## src/rtl/iic_gain_op_sequencer_if.sv

```systemverilog
// Fabric op bus between the gain-op sequencer and the IIC fabric op FIFO
// write port. One transfer per cycle where trans_vld && trans_rdy.
`timescale 1ns/1ps

interface iic_gain_op_sequencer_if;
    logic       trans_vld;
    logic       trans_rdy;
    logic [7:0] trans_data;
    logic       trans_start;
    logic       trans_stop;
    logic       trans_rnw;
    logic       trans_lock;

    // Producer side: the sequencer presents ops and watches FIFO space.
    modport master (
        output trans_vld,
        output trans_data,
        output trans_start,
        output trans_stop,
        output trans_rnw,
        output trans_lock,
        input  trans_rdy
    );

    // Consumer side: the op FIFO write port.
    modport slave (
        input  trans_vld,
        input  trans_data,
        input  trans_start,
        input  trans_stop,
        input  trans_rnw,
        input  trans_lock,
        output trans_rdy
    );
endinterface

```

## src/rtl/iic_gain_op_sequencer.sv

```systemverilog
// Turns a register-write request (8-bit register address, 16-bit value)
// into the byte-level IIC op sequence ADDR, REG, [DHI], DLO, holding the
// bus lock until the last byte. One request can wait in a pending slot
// while a transaction is in flight; a newer request replaces it.
`timescale 1ns/1ps

module iic_gain_op_sequencer #(
    parameter logic [6:0] DEV_ADDR       = 7'h20,
    parameter int         NUM_DATA_BYTES = 2
) (
    input  logic                           clk,
    input  logic                           rst,
    input  logic                           cmd_load,
    input  logic [7:0]                     cmd_reg,
    input  logic [15:0]                    cmd_data,
    output logic                           cmd_busy,
    output logic                           cmd_drop,
    iic_gain_op_sequencer_if.master        trans
);

    // Only one- or two-byte register values are meaningful for this device.
    if (!(NUM_DATA_BYTES == 1 || NUM_DATA_BYTES == 2)) begin : g_bad_num_data_bytes
        $error("iic_gain_op_sequencer: NUM_DATA_BYTES must be 1 or 2");
    end

    typedef enum logic [2:0] {
        S_IDLE,
        S_ADDR,
        S_REG,
        S_DHI,
        S_DLO
    } state_e;

    // Sequencer state and request storage.
    state_e      state_q,     state_d;
    logic [7:0]  act_reg_q,   act_reg_d;
    logic [15:0] act_data_q,  act_data_d;
    logic [7:0]  pend_reg_q,  pend_reg_d;
    logic [15:0] pend_data_q, pend_data_d;
    logic        pend_vld_q,  pend_vld_d;

    // Registered outputs, computed from the next state so that no input
    // reaches an output port without passing through a flop.
    logic        vld_q,   vld_d;
    logic [7:0]  data_q,  data_d;
    logic        start_q, start_d;
    logic        stop_q,  stop_d;
    logic        lock_q,  lock_d;
    logic        busy_q,  busy_d;
    logic        drop_q,  drop_d;

    logic        xfer;
    logic        last_xfer;

    // All state and outputs return to idle values on reset; no STOP is sent.
    always_ff @(posedge clk or posedge rst) begin
        // NOTE: flops take non-blocking assignments so every register samples
        // pre-edge values regardless of statement order.
        if (rst) begin
            state_q     <= S_IDLE;
            act_reg_q   <= '0;
            act_data_q  <= '0;
            pend_reg_q  <= '0;
            pend_data_q <= '0;
            pend_vld_q  <= 1'b0;
            vld_q       <= 1'b0;
            data_q      <= '0;
            start_q     <= 1'b0;
            stop_q      <= 1'b0;
            lock_q      <= 1'b0;
            busy_q      <= 1'b0;
            drop_q      <= 1'b0;
        end else begin
            state_q     <= state_d;
            act_reg_q   <= act_reg_d;
            act_data_q  <= act_data_d;
            pend_reg_q  <= pend_reg_d;
            pend_data_q <= pend_data_d;
            pend_vld_q  <= pend_vld_d;
            vld_q       <= vld_d;
            data_q      <= data_d;
            start_q     <= start_d;
            stop_q      <= stop_d;
            lock_q      <= lock_d;
            busy_q      <= busy_d;
            drop_q      <= drop_d;
        end
    end

    // Next state, request bookkeeping and the op fields for the next cycle.
    always_comb begin
        // NOTE: every variable gets a default first so no path leaves it
        // unassigned, which would otherwise infer a latch.
        state_d     = state_q;
        act_reg_d   = act_reg_q;
        act_data_d  = act_data_q;
        pend_reg_d  = pend_reg_q;
        pend_data_d = pend_data_q;
        pend_vld_d  = pend_vld_q;
        drop_d      = 1'b0;

        xfer        = (state_q != S_IDLE) && trans.trans_rdy;
        last_xfer   = (state_q == S_DLO) && trans.trans_rdy;

        if (state_q == S_IDLE) begin
            // Pending slot is always empty here: it is only filled while busy
            // and is consumed by the final transfer.
            if (cmd_load) begin
                act_reg_d  = cmd_reg;
                act_data_d = cmd_data;
                state_d    = S_ADDR;
            end
        end else if (last_xfer) begin
            // Pick the next transaction so it starts with no idle gap. A load
            // arriving now is newer than anything pending, so it wins.
            if (cmd_load) begin
                act_reg_d  = cmd_reg;
                act_data_d = cmd_data;
                drop_d     = pend_vld_q;
                pend_vld_d = 1'b0;
                state_d    = S_ADDR;
            end else if (pend_vld_q) begin
                act_reg_d  = pend_reg_q;
                act_data_d = pend_data_q;
                pend_vld_d = 1'b0;
                state_d    = S_ADDR;
            end else begin
                state_d    = S_IDLE;
            end
        end else begin
            if (xfer) begin
                unique case (state_q)
                    S_ADDR:  state_d = S_REG;
                    S_REG:   state_d = (NUM_DATA_BYTES == 1) ? S_DLO : S_DHI;
                    S_DHI:   state_d = S_DLO;
                    default: state_d = state_q;
                endcase
            end
            // Latest request wins; an overwritten pending request is reported.
            if (cmd_load) begin
                pend_reg_d  = cmd_reg;
                pend_data_d = cmd_data;
                pend_vld_d  = 1'b1;
                drop_d      = pend_vld_q;
            end
        end

        vld_d   = 1'b0;
        data_d  = 8'h00;
        start_d = 1'b0;
        stop_d  = 1'b0;
        lock_d  = 1'b0;
        unique case (state_d)
            S_ADDR: begin
                vld_d   = 1'b1;
                data_d  = {DEV_ADDR, 1'b0};
                start_d = 1'b1;
                lock_d  = 1'b1;
            end
            S_REG: begin
                vld_d   = 1'b1;
                data_d  = act_reg_d;
                lock_d  = 1'b1;
            end
            S_DHI: begin
                vld_d   = 1'b1;
                data_d  = act_data_d[15:8];
                lock_d  = 1'b1;
            end
            S_DLO: begin
                vld_d   = 1'b1;
                data_d  = act_data_d[7:0];
                stop_d  = 1'b1;
            end
            default: begin
                vld_d   = 1'b0;
            end
        endcase

        busy_d = (state_d != S_IDLE) || pend_vld_d;
    end

    // Drive the op bus and status from the output flops.
    assign trans.trans_vld   = vld_q;
    assign trans.trans_data  = data_q;
    assign trans.trans_start = start_q;
    assign trans.trans_stop  = stop_q;
    assign trans.trans_rnw   = 1'b0;
    assign trans.trans_lock  = lock_q;
    assign cmd_busy          = busy_q;
    assign cmd_drop          = drop_q;

endmodule
```

## src/flat_wrapper.sv

```systemverilog
// flat-port wrapper written by rule: the top's interface ports become plain ports
module iic_gain_op_sequencer_flat 
#(
    parameter logic [6:0] DEV_ADDR       = 7'h20,
    parameter int         NUM_DATA_BYTES = 2
)
  (clk, rst, cmd_load, cmd_reg, cmd_data, cmd_busy, cmd_drop, trans_trans_vld, trans_trans_data, trans_trans_start, trans_trans_stop, trans_trans_rnw, trans_trans_lock, trans_trans_rdy);
  iic_gain_op_sequencer_if trans_i ();
  input  logic clk;
  input  logic rst;
  input  logic cmd_load;
  input  logic [7:0] cmd_reg;
  input  logic [15:0] cmd_data;
  output logic cmd_busy;
  output logic cmd_drop;
  output wire logic [$bits(trans_i.trans_vld)-1:0] trans_trans_vld;
  output wire logic [$bits(trans_i.trans_data)-1:0] trans_trans_data;
  output wire logic [$bits(trans_i.trans_start)-1:0] trans_trans_start;
  output wire logic [$bits(trans_i.trans_stop)-1:0] trans_trans_stop;
  output wire logic [$bits(trans_i.trans_rnw)-1:0] trans_trans_rnw;
  output wire logic [$bits(trans_i.trans_lock)-1:0] trans_trans_lock;
  input wire logic [$bits(trans_i.trans_rdy)-1:0] trans_trans_rdy;
  assign trans_trans_vld = trans_i.trans_vld;
  assign trans_trans_data = trans_i.trans_data;
  assign trans_trans_start = trans_i.trans_start;
  assign trans_trans_stop = trans_i.trans_stop;
  assign trans_trans_rnw = trans_i.trans_rnw;
  assign trans_trans_lock = trans_i.trans_lock;
  assign trans_i.trans_rdy = trans_trans_rdy;
  iic_gain_op_sequencer #(.DEV_ADDR(DEV_ADDR), .NUM_DATA_BYTES(NUM_DATA_BYTES)) u_core (.clk(clk), .rst(rst), .cmd_load(cmd_load), .cmd_reg(cmd_reg), .cmd_data(cmd_data), .cmd_busy(cmd_busy), .cmd_drop(cmd_drop), .trans(trans_i));
endmodule
```

## config.mk

```make
export PLATFORM = sky130hd
export DESIGN_NAME = iic_gain_op_sequencer_flat
export DESIGN_NICKNAME = d
export VERILOG_FILES = /design/src/rtl/iic_gain_op_sequencer_if.sv /design/src/rtl/iic_gain_op_sequencer.sv /design/src/flat_wrapper.sv
export SDC_FILE = /design/constraint.sdc
export NUM_CORES = 1
export LEC_CHECK = 0
export CAP_MARGIN = 25
export CORE_MARGIN = 1
export CORE_UTILIZATION = 50
export CTS_BUF_LIST = sky130_fd_sc_hd__clkbuf_2
export DETAILED_ROUTE_END_ITERATION = 8
export GPL_TIMING_DRIVEN = 0
export MAX_ROUTING_LAYER = met4
export PLACE_DENSITY = 0.82
export SLEW_MARGIN = 10
export SYNTH_ARGS = -nofsm -noshare
export SYNTH_HDL_FRONTEND = slang
export SYNTH_SLANG_ARGS = --single-unit
```

## constraint.sdc

```tcl
create_clock -name clk -period 3 [get_ports clk]
set_clock_uncertainty 0.2 [all_clocks]
set_input_delay 0.6 -clock clk [delete_from_list [all_inputs] [get_ports clk]]
set_output_delay 0.6 -clock clk [all_outputs]
set_load 0.01 [all_outputs]
```

### Word-level counts from Yosys, hierarchy flattened

Cells that the tools add are included.

* logic and storage cells: 59
* register bits after elaboration: 66
* input port bits: 28
* RAM bits: 0
* memories: 0
* ROM bits: 0
* latch bits: 0

* bitwise operators: 2
* multiplexer cells: 27
* reductions and logical operators: 9
* divide/modulo/power cells: 0
* multipliers: 0
* $add $sub $neg: 0
* eq/ne operators: 8
* order comparisons: 0
* shifts and indexed selects: 0

Operators with widths (number)
* 16-bit two-way mux: 5
* 8-bit two-way mux: 5
* 8-bit one-hot mux with 4 select lines: 1
* 3-bit two-way mux: 5
* 3-bit by 2-bit == test with 1-bit output, second input constant: 4
* 1-bit two-way mux: 10
* 3-bit one-hot mux with 3 select lines: 1
* 3-bit by 1-bit == test with 1-bit output, second input constant: 2
* 3-bit == test, second input constant: 2
* 3-bit nonzero test: 2
* 4-bit OR reduction: 1
* 3-bit zero test: 1
* 3-bit AND reduction: 1
* 3-bit OR reduction: 1
* 1-bit logical AND: 2
* 1-bit inverter: 2
* 1-bit logical OR: 1

### Longest topological paths before layout

Gate-level depths: netlist of run 1.

* depth in word-level cells: 8
* gate-level depth with buffers: 7

### Worst setup path after synthesis of run 1

OpenSTA, ideal clock, no wires.

* path kind: input -> register
* start: input port trans_trans_rdy
* end: register u_core.data_q[2] (netlist: u_core.trans.trans_data[2])
* setup slack: 1.040 ns
* required time: 2.652 ns
* arrival time: 1.612 ns
* cell stages on the path: 6
* cells stage by stage: nand2b_1 -> and3_1 -> buf_2 -> buf_2 -> o221ai_1 -> o221ai_1

* word-level cells in the longest chain between the ends: 6

Ends and longest elaborated chain
* from (decl): line flat_wrapper.sv:22 `input wire logic [$bits(trans_i.trans_rdy)-1:0] trans_trans_rdy;`
* 1-bit logical AND: line iic_gain_op_sequencer.sv:102 `xfer = (state_q != S_IDLE) && trans.trans_rdy;`
* 3-bit two-way mux: line iic_gain_op_sequencer.sv:131 `if (xfer) begin`
* 3-bit two-way mux: line iic_gain_op_sequencer.sv:113 `end else if (last_xfer) begin`
* 3-bit two-way mux: line iic_gain_op_sequencer.sv:105 `if (state_q == S_IDLE) begin`
* 3-bit == test, or another cell as far along: line iic_gain_op_sequencer.sv:153 `unique case (state_d)`
* 8-bit one-hot mux with 4 select lines *: line iic_gain_op_sequencer.sv:153
* net u_core.data_d[2]: line iic_gain_op_sequencer.sv:45 `logic [7:0] data_q, data_d;`
* to (signal assigned): line iic_gain_op_sequencer.sv:81 `data_q <= data_d;`
* to (decl): line iic_gain_op_sequencer.sv:45

Mark *: on every way through the listed nets, which the timed path passes. The rest lies on a longest branch.
A chain may end at the register's enable or synchronous reset.

### Final worst setup path of run 1

* start: input port trans_trans_rdy
* end: register u_core.data_q[1] (netlist: u_core.trans.trans_data[1])

Same word-level chain as after synthesis.

==> results of run 1 <==
[cells in the final DEF, fill, tap and decap left out, types with 2 or more instances in the layout]
| master | Yosys | final |
|---|---|---|
| or4_4 | 5 | 5 |
| clkbuf_1 | 8 | 8 |
| nor3_1 | 7 | 7 |
| o21ai_0 | 3 | 3 |
| nand2b_1 | 4 | 4 |
| clkdlybuf4s50_1 | 0 | 41 |
| nor2b_1 | 4 | 4 |
| nor2_1 | 8 | 8 |
| o2111ai_1 | 7 | 7 |
| mux2_2 | 5 | 5 |
| buf_2 | 7 | 7 |
| o31ai_1 | 3 | 3 |
| nand3_1 | 2 | 2 |
| o211a_1 | 6 | 6 |
| o221ai_1 | 20 | 20 |
| mux2_1 | 19 | 19 |
| a221oi_1 | 3 | 3 |
| inv_1 | 25 | 24 |
| bufinv_16 | 0 | 2 |
| clkinv_1 | 0 | 2 |
| or2_1 | 2 | 2 |
| a31oi_1 | 3 | 3 |
| a211oi_1 | 2 | 2 |
| o21ai_1 | 2 | 2 |
| xor2_1 | 2 | 2 |
| dfrtp_1 | 66 | 66 |
| or3_1 | 21 | 21 |
| a21oi_1 | 6 | 6 |
| buf_4 | 3 | 3 |
| nand2_1 | 8 | 8 |
| clkbuf_2 | 0 | 10 |
| buf_6 | 3 | 3 |
| and3_1 | 3 | 3 |
[cell type report]
class                      count  share of cell area
buffer                        21              0.0328
clock buffer                  10              0.0135
clock inverter                 6              0.0220
inverter                      25              0.0260
multi-input combinational    158               0.324
sequential                    66               0.446
tap                           75              0.0253
timing repair buffer          41               0.111
[cells by family (layout without fill, tap and decap cells)]
family | count (synthesis) | count (layout) | synth area share
buf+inv | 46 | 103 | 0.0702
compound gates | 60 | 60 | 0.156
flops | 66 | 66 | 0.539
simple gates | 70 | 70 | 0.137
xor+xnor | 2 | 2 | 0.00572
other cells | 1 | 1 | 0.00122
mux | 25 | 25 | 0.0914
[sequential cells by signal, indices dropped and copies added, names as in the netlist]
signal                    cells
u_core.state_q                3
u_core.pend_vld_q             1
u_core.act_data_q            16
u_core.trans.trans_data       8
u_core.cmd_busy               1
u_core.pend_data_q           16
u_core.pend_reg_q             8
u_core.trans.trans_lock       1
u_core.trans.trans_vld        1
u_core.act_reg_q              8
u_core.trans.trans_start      1
u_core.trans.trans_stop       1
u_core.cmd_drop               1
[per-layer routing]
layer  global-route usage  share of wire
met1                0.345           0.45
met2                0.359           0.47
met3               0.0352          0.063
met4                0.146          0.019
met5                    -              0
[worst reg2reg max path, cell delays in order, from the launching register on]
cell and delay (ns):
dfrtp_1 0.36, buf_2 0.19, clkbuf_1 0.35, inv_1 0.21
o21ai_1 0.50, o221ai_1 0.27
[power by group]
group / internal (uW) / switching [uW] / leakage [uW]
Combinational: 636 / 747 / 0.000725
Sequential: 1250 / 148 / 0.000763
Clock: 274 / 318 / 0.0000810
[through the flow]
| step | worst slack (ns) | hold WS, ns |
|---|---|---|
| 6_report | 0.616 | 0.309 |
| 5_1_grt | 0.542 | 0.331 |
| 4_1_cts | 0.643 | 0.312 |
| 3_5_place_dp | 0.104 | 0.274 |
| 3_3_place_gp | -0.538 | 0.266 |
| 2_1_floorplan | 0.545 | 0.257 |
[worst max-delay path by stage]
stage / endpoint / startpoint / cells after the start / slack [ns]
global placement: u_core.trans.trans_stop / rst / 2 / -0.54
floorplan: u_core.act_data_q[0] / rst / 1 / 0.55
finish: u_core.trans.trans_data[1] / trans_trans_rdy / 6 / 0.62
global route: u_core.trans.trans_data[1] / trans_trans_rdy / 6 / 0.54
CTS: u_core.trans.trans_data[1] / trans_trans_rdy / 6 / 0.64
detailed placement: u_core.trans.trans_data[1] / trans_trans_rdy / 6 / 0.10
==> impl_metrics.toml, run 1 <==
[worst_setup_path]
cp_max_fo = 10
slowest_stage = "o21ai_1"
r2r-start = "u_core.state_q[2]"
critPathKind = "input port to register"
cp-start-kind = "input port"
cp_cell_sequence = "clkdlybuf4s50_1, buf_2, nor2b_1, and2_1, o21ai_1, o221ai_1"
crit_family = "compound AO/OA/AOI/OAI gates"
critPathCaptureType = "register"
slowest_delay_ns = 0.65
ff2ff_path_depth = 5
reg2reg_slack_ns = 0.74
critPathBufInv = 2
worstPathRequired_ns = 3.14
r2r-end = "u_core.trans.trans_data[1]"
cp.arrival_ns = 2.53

[global_routing]
grt_overflow = 0
track_usage = 0.252
grt_pass1_vias = 2331
antenna_found_initial = 0
grt_max_degree = 67
grt_pass1_wl_um = 11500

[sta]
timing.slew.headroom = 0.442
drv_slew = 0
fin_crit_sh = 0.795
fmax_ghz = 0.419
period_minus_slack_ns = 2.38
tns_ns = 0
rsz0062_at_grt = "false"
tightest_slew_ns = 0.831
setup_viol = 0
hold_viol_final = 0

[placed_design]
port_buffers = 41
globalplace.congestion = 0.874
placed_cell_area_um2 = 3570
dp_cells = 386
dpl.hpwl_um = 4740

[finish]
nFillCells = 476
final_area_um2 = 3700
final_cells = 402
layout-drive-gt1-share = 0.119
regArea_um2 = 1650
final_util = 0.626
multi_input_area_um2 = 1200
antenna_cells = 0
syn2layout_area_growth_pct = 20.8
nets = 350

[die]
core_um2 = 5920
die_x_um = 80.3
ios = 43
core.rowCount = 28
die-area_um2 = 6450
start_util = 0.518
die_h_um = 80.3

[drt]
drt_wl_total_um = 6960
drt-vias-per-instance = 5.95
vias = 2391
antenna_left = 0
wl_per_cell_um = 17.3
dr.pass1.iters = 4
drt_iter0_markers = 226
drc = 0

[yosys]
ys_seq_elements = 66
synth_area_leader_cell = "dfrtp_1"
ys.flop_type = "dfrtp_1"
async_flop_share = 1.00
synth_edf_count = 0
avgSynthCellArea_um2 = 11.4
synth_top_area_frac = 0.539
synthMostInstantiatedCell = "dfrtp_1"
ys_top_cells_by_area = "dfrtp_1 54%, mux2_1 7.0%, o221ai_1 5.7%"
synthCells = 270
yosysWarnings = 0
synthesis.area_um2 = 3070
yosysUniqueCellTypes = 42
synth_common_cells = "66 x dfrtp_1, 25 x inv_1, 21 x or3_1"
synth_fp_nets = 298
ys_seq_area_frac = 0.539

[clocking]
cts_buffers = 9
clkSinkCount = 66
cts_resized = 0
clock_latency_ns = 0.51
cts_hold_buf = 0
path_clk_slew_ns = 0.18
root_buffer = "clkbuf_2"
htree_levels = 3
post-cts-setup-buffers = 0
cts_tree = "yes"
ctsLongestPathBuffers = 2

[worst_hold_path]
whs_path_depth = 1
hp-class = "register to register"
hp-start = "u_core.pend_data_q[7]"
min_to = "u_core.pend_data_q[7]"

[pwr]
powerDensity_nw_per_um2 = 910
vdd_drop_max_uv = 400
p_total_uw = 3370
power.leakage_uw = 0.00157

[run]
drv_cap = 0

[outcome]
status = "completed"
No activity file was read; power rests on OpenSTA's default activity.
==> run 2: changes to the inputs <==
clock period = 2.5 ns   (was 3 ns; I/O delays follow)
==> results of run 2 <==
Same layout as run 1 (identical final DEF). Status: completed.
Main changes from that run: setup slack after placement 0.104 ns -> -0.296 ns; setup slack after layout 0.616 ns -> 0.216 ns; hold slack 0.309 ns -> 0.263 ns; register-to-register setup slack 0.74 ns -> 0.24 ns; total power 3370 uW -> 4050 uW; worst IR drop on VDD 400 uV -> 480 uV
